<file path="config.mk">
export PLATFORM = sky130hd
export DESIGN_NAME = wb_regfile
export DESIGN_NICKNAME = d
export VERILOG_FILES = /design/src/rtl/wb_regfile.sv
export SDC_FILE = /design/constraint.sdc
export NUM_CORES = 2
export LEC_CHECK = 0
export CORE_MARGIN = 4
export CORE_UTILIZATION = 48
export DETAILED_ROUTE_END_ITERATION = 12
export HOLD_SLACK_MARGIN = 0.15
export MAX_ROUTING_LAYER = met4
export PLACE_DENSITY_LB_ADDON = 0.12
export REMOVE_ABC_BUFFERS = 1
export SLEW_MARGIN = 20
export SYNTH_ARGS = -nofsm -noshare
export SYNTH_HDL_FRONTEND = slang
export SYNTH_SLANG_ARGS = --single-unit
</file>
<file path="constraint.sdc">
create_clock -name clk -period 2.7 [get_ports clk]
set_input_delay 0.405 -clock clk [delete_from_list [all_inputs] [get_ports clk]]
set_output_delay 0.405 -clock clk [all_outputs]
set_load 0.005 [all_outputs]
</file>
<file path="src/rtl/wb_regfile.sv">
// Write-back stage register file: 32 x XLEN array with write-through bypass,
// write-data select decode, sticky illegal-select flag and a retire counter.
module wb_regfile #(
  parameter int XLEN  = 32,
  parameter int CNT_W = 32
) (
  input  logic             clk,
  input  logic             rst,
  input  logic [XLEN-1:0]  MEM_WB_Data_in,
  input  logic [XLEN-1:0]  MEM_WB_ALUout,
  input  logic [4:0]       MEM_WB_RD,
  input  logic             MEM_WB_RegWrite,
  input  logic [2:0]       MEM_WB_WDSel,
  input  logic [4:0]       ID_RS1,
  input  logic [4:0]       ID_RS2,
  output logic [XLEN-1:0]  RD1,
  output logic [XLEN-1:0]  RD2,
  output logic [XLEN-1:0]  WB_Data,
  output logic             WB_we,
  output logic             WB_err,
  output logic [CNT_W-1:0] retire_cnt
);

  logic [XLEN-1:0]  r_regs [32];
  logic             r_err;
  logic [CNT_W-1:0] r_cnt;
  logic             w_legal;
  logic             w_byp1;
  logic             w_byp2;

  assign w_legal = (MEM_WB_WDSel <= 3'd2);

  always_comb begin
    WB_Data = '0;
    case (MEM_WB_WDSel)
      3'b000:  WB_Data = MEM_WB_ALUout;
      3'b001:  WB_Data = MEM_WB_Data_in;
      3'b010:  WB_Data = MEM_WB_ALUout;
      default: WB_Data = '0;
    endcase
  end

  // WB_we already excludes reset, so bypass is naturally suppressed during rst.
  assign WB_we  = MEM_WB_RegWrite && (MEM_WB_RD != 5'd0) && w_legal && !rst;
  assign w_byp1 = WB_we && (ID_RS1 == MEM_WB_RD);
  assign w_byp2 = WB_we && (ID_RS2 == MEM_WB_RD);

  always_comb begin
    RD1 = '0;
    RD2 = '0;
    if (ID_RS1 != 5'd0) RD1 = w_byp1 ? WB_Data : r_regs[ID_RS1];
    if (ID_RS2 != 5'd0) RD2 = w_byp2 ? WB_Data : r_regs[ID_RS2];
  end

  always_ff @(posedge clk) begin
    if (rst) begin
      for (int i = 0; i < 32; i++) r_regs[i] <= '0;
      r_err <= 1'b0;
      r_cnt <= '0;
    end else begin
      if (WB_we) begin
        r_regs[MEM_WB_RD] <= WB_Data;
        r_cnt             <= r_cnt + 1'b1;
      end
      if (MEM_WB_RegWrite && !w_legal) r_err <= 1'b1;
    end
  end

  assign WB_err     = r_err;
  assign retire_cnt = r_cnt;

endmodule

</file>
# [Yosys cells after proc, flatten, opt, wreduce, memory -nomap -nowiden]
# Memories as Yosys holds them, arrays and structs flattened.
# Cells that the tools add are included.
[word_totals] ff_bits=33 latch_bits=0 ram_bits=1024 mem_bits_ro=0 input_bits=85 output_inout_bits=130 mem_count=1
[memory_table] name="r_regs" depth=32 width=32 rd=2 rd_clocked_by_memory_dff=0 write_ports=32 line_no="24" source="logic [XLEN-1:0] r_regs [32];"
[op_classes] add_sub_neg=1 n_mul=0 div=0 magnitude_cmp=1 eq_ne=4 shifts=0 mux=13 n_bitwise=0 reduce_logical=14
[ops] operator="32-bit two-way mux" n=5
[ops] operator="32-bit case mux with 2 select lines" n=1
[ops] operator="32-bit by 1-bit adder with 32-bit output, second input constant" n=1
[ops] operator="32-bit OR reduction" n=1
[ops] operator="5-bit nonzero test" n=3
[ops] operator="5-bit == test" n=2
[ops] operator="1-bit logical AND" n=6
[ops] operator="1-bit two-way mux" n=6
[ops] operator="5-bit two-way mux" n=1
[ops] operator="3-bit by 1-bit == test with 1-bit output, second input constant" n=1
[ops] operator="3-bit by 2-bit == test with 1-bit output, second input constant" n=1
[ops] operator="3-bit by 2-bit <= comparator with 1-bit output, second input constant" n=1
[ops] operator="3-bit zero test" n=1
[ops] operator="1-bit zero test" n=2
[ops] operator="2-bit OR reduction" n=1

# [Longest topological paths before layout]
[logic_depth] word_depth=9 mapped_depth=11 ltp_nobuf=6

# [Worst setup path before layout]
# No wires, ideal clock.
[synth_path] path_type="input-to-reg" startpoint="input port MEM_WB_WDSel[0]" endpoint="memory r_regs[4][0] (enable)" arrival_time_ns=2.431 t_required_ns=2.306 slack_ns=-0.125 cell_stages=6 path_cell_list="buf_2 > a21o_1 > nor3_1 > buf_2 > nand3_1 > nand2b_1"
[synth_rtl] item="from (decl)" line_no="13" source="input logic [2:0] MEM_WB_WDSel,"
[synth_rtl] item="to (decl)" line_no="24"

==> run_results.csv <==
group,metric,value,unit
critical_path,crit_path_max_fanout,2,
run,maxCapViolCount,0,
floorplan,dieArea,121000,um2
min_path,whs_path_depth,5,
sta,worstMarginPinSlew,0.901,ns
grt,gr-total-overflow,0,
sta,fin_crit_sh,1.12,
status,status,"finished with violations",
placed_design,hpwl,146000,um
cells_and_area,multi_input_area,24600,um2
power,leakagePower,0.0258,uW
route,viasPerCell,6.53,
synthesis,yosys.area.top_type,"edfxtp_1",
min_path,worstHoldStart,"MEM_WB_WDSel[2]",
critical_path,arrival,2.61,ns
grt,grt_max_degree,64,
floorplan,start_util,0.484,
placed_design,routabilityCongestion,0.951,
critical_path,reg2reg_depth,5,
cells_and_area,drive_gt1_frac,0.345,
sta,finalCriticalPeriod,3.02,ns
critical_path,r2r_start,"retire_cnt[5]$_SDFFE_PP0P_",
power,switching_share,0.259,
grt,grt_use_total,0.370,
synthesis,ys.warnings.count,0,
clock_network,cts_sinks,1057,
synthesis,synth_top_area_frac,0.555,
clock_network,insertion_delay,0.71,ns
synthesis,synth_area,55400,um2
synthesis,synth-edff-count,1024,
floorplan,coreArea,115000,um2
status,violations,"setup timing",
power,ir_drop,0.000512,V
placed_design,pre_cts_slack,-1.13,ns
sta,final.setup.worst_slack,-0.318,ns
grt,grt_pass1_wl,310000,um
synthesis,syn_area_per_cell,12.6,um2
synthesis,ys_types,51,
synthesis,async_flop_share,0,
clock_network,cts-root-buf,"clkbuf_16",
placed_design,port_buffers,214,
power,p_seq_frac,0.457,
cells_and_area,n_fill_cell,8598,
synthesis,post-synth-top-count-cell,"nor2_1",
grt,grt_pass1_vias,42800,
critical_path,cp-end-kind,"output port",
cells_and_area,syn2layout_area_growth,31.1,%
sta,worst_clock_skew,0.00236,ns
clock_network,numCtsBuffers,113,
route,dr_total_vias,43600,
synthesis,synthFlopType,"edfxtp_1",
sta,grt_setup_unrepaired,"yes",
route,wl_per_cell,33.2,um
grt,antenna_found_initial,2,
power,p_int,31200,uW
critical_path,timing.rr.end,"retire_cnt[17]$_SDFFE_PP0P_",
floorplan,ios,215,
sta,timing.fmax,0.331,GHz
synthesis,synth-seq-cells,1057,
route,drt_first_pass_iters,6,
clock_network,clk_path_buf_depth,3,
critical_path,startpoint_type,"flip-flop",
route,first_iter_violations,5972,
power,p_per_area,579,nW/um2
sta,drv_slew,0,
route,drt-total-wl,221000,um
synthesis,ys_seq_area_frac,0.567,
sta,finalHoldViolations,0,
sta,finalSetupViolations,62,
cells_and_area,fin_nets,5149,
critical_path,r2r_setup_slack,0.54,ns
critical_path,required,2.30,ns
cells_and_area,ff_latch_area,31400,um2
floorplan,die_y,348,um
synthesis,synth_cells,4406,
clock_network,htree_levels,3,
synthesis,synthTopCellsByArea,"edfxtp_1, mux4_2, nor2_1",
route,drc,0,
power,switchingPower,10900,uW
power,clkPwrFrac,0.379,
sta,setup_tns,-7.83,ns
min_path,holdPathEnd,"WB_err$_SDFFE_PP0P_",
route,ant_nets,0,
sta,relSlewSlack,0.399,
synthesis,synthTopCellsByCount,"nor2_1, edfxtp_1, mux2i_1",
floorplan,rows,124,
clock_network,tritoncts,"yes",
min_path,hp-class,"primary input to flip-flop",
critical_path,path_class,"flip-flop to output port",
floorplan,die_width,348,um
power,p_comb_frac,0.164,
clock_network,path_clk_slew,0.06,ns
==> critical path, stage by stage (launching register included) <==
cell      delay, ns
edfxtp_1       0.42
mux4_2         0.48
o211ai_1       0.16
nor2_1         0.08
buf_4          0.16
or3_1          0.32
and2_4         0.16
buf_6          0.11
==> kinds of logic after synthesis <==
kind of cell             after synthesis  synth area share
other                                  1         0.0000676
flip-flops                          1057             0.567
multiplexers                         734             0.204
adder cells (fa/ha/maj)                1          0.000226
buffers and inverters                518            0.0385
AO/OA/AOI/OAI                        520            0.0670
AND/OR/NAND/NOR                     1536             0.118
XOR/XNOR                              39           0.00616
==> stage by stage <==
| step | utilization | std cells | total power (uW) | hold WS [ns] | cell area, um2 |
|---|---|---|---|---|---|
| 3_5_place_dp | 0.573 | 6383 | 25700 | 0.467 | 65600 |
| 4_1_cts | 0.627 | 6656 | 41800 | 0.228 | 71800 |
| 6_report | 0.635 | 6672 | 42100 | 0.259 | 72700 |
| 2_1_floorplan | - | 3953 | 21800 | 0.460 | 53600 |
| 5_1_grt | 0.635 | 6672 | 43100 | 0.275 | 72700 |
| 3_3_place_gp | 0.572 | 6382 | 25600 | 0.458 | 65500 |
==> registers in the layout, indices dropped and copies added, names as in the netlist <==
name,cells
r_regs,1024
retire_cnt,32
WB_err,1
==> power by group through the flow <==
stage	sequential (uW)	clock, uW	combinational (uW)
3_5_place_dp	19500	0	6150
4_1_cts	19200	16000	6600
6_report	19200	16000	6900
5_1_grt	19300	16700	7100
3_3_place_gp	19500	0	6120
2_1_floorplan	19400	0	2430
==> metal layers <==
layer,share of wire,vias to the layer above,track usage
li1,-,17800,-
met1,0.36,22100,0.472
met2,0.45,3084,0.548
met3,0.12,641,0.0932
met4,0.069,0,0.198
met5,0,-,-
==> how the worst max path moves through the flow <==
stage | startpoint | endpoint | slack, ns | cells past startpoint
floorplan | MEM_WB_WDSel[0] | r_regs[29][0]$_SDFFCE_PN0P_ | -1.24 | 4
global placement | ID_RS1[1] | RD1[21] | -1.38 | 9
detailed placement | MEM_WB_WDSel[1] | RD1[6] | -1.13 | 11
CTS | r_regs[20][29]$_SDFFCE_PN0P_ | RD2[29] | -0.34 | 7
global route | r_regs[7][29]$_SDFFCE_PN0P_ | RD2[29] | -0.37 | 7
finish | r_regs[31][29]$_SDFFCE_PN0P_ | RD2[29] | -0.32 | 7
==> timing repair <==
item | in CTS | in global routing
buffers inserted | 88 | 21
pin swaps | 188 | 110
endpoints found under the setup margin | 85 | 1505
hold endpoints to repair | 1 | 0
hold buffers | 1 | 0
resized for setup | 708 | 160
gates cloned | 10 | 7
==> cell usage in the layout, fill, tap and decap left out, types with 17 or more instances in the layout <==
cell type        synthesis  final
nor2_1                1118   1072
nand2_1                124     96
buf_4                   20    518
nand2_2                  0     25
clkinv_1                 0     20
mux4_2                 313    313
a221oi_1                32     20
mux2_2                  27     27
a22oi_1                100     91
dfxtp_1                 33     33
nor3_4                   0     19
nor3_2                   0     20
a211oi_2                 1     64
buf_12                   0    200
nand3b_1                30     30
nor4_4                   2     17
clkbuf_1               344     32
xor2_1                  27     24
clkbuf_16                0    121
clkinv_2                 0     18
a21oi_1                 67     32
a2111oi_2                0     18
o211ai_1                36     36
a21o_1                  33     31
inv_1                   34     34
nand2b_1                72     38
mux2i_1                394    363
nor2b_1                 57     54
a211oi_1               139     73
buf_2                   91     61
buf_6                    0     49
clkdlybuf4s50_1          0    130
edfxtp_1              1024   1024
nand2b_2                 0     30
conb_1                   1     32
a21oi_2                  0     25
nor2_2                   0     33
==> area by class of cell <==
| cell class | instances | area share |
|---|---|---|
| diodes | 1 | 0.0000344 |
| clock buffers | 149 | 0.0416 |
| clock inverters | 62 | 0.00975 |
| inverters | 34 | 0.00176 |
| multi-input cells | 2862 | 0.339 |
| flip-flops and latches | 1057 | 0.432 |
| well taps | 1512 | 0.0260 |
| repair buffers | 995 | 0.149 |
Power figures use the tool's default switching activity.
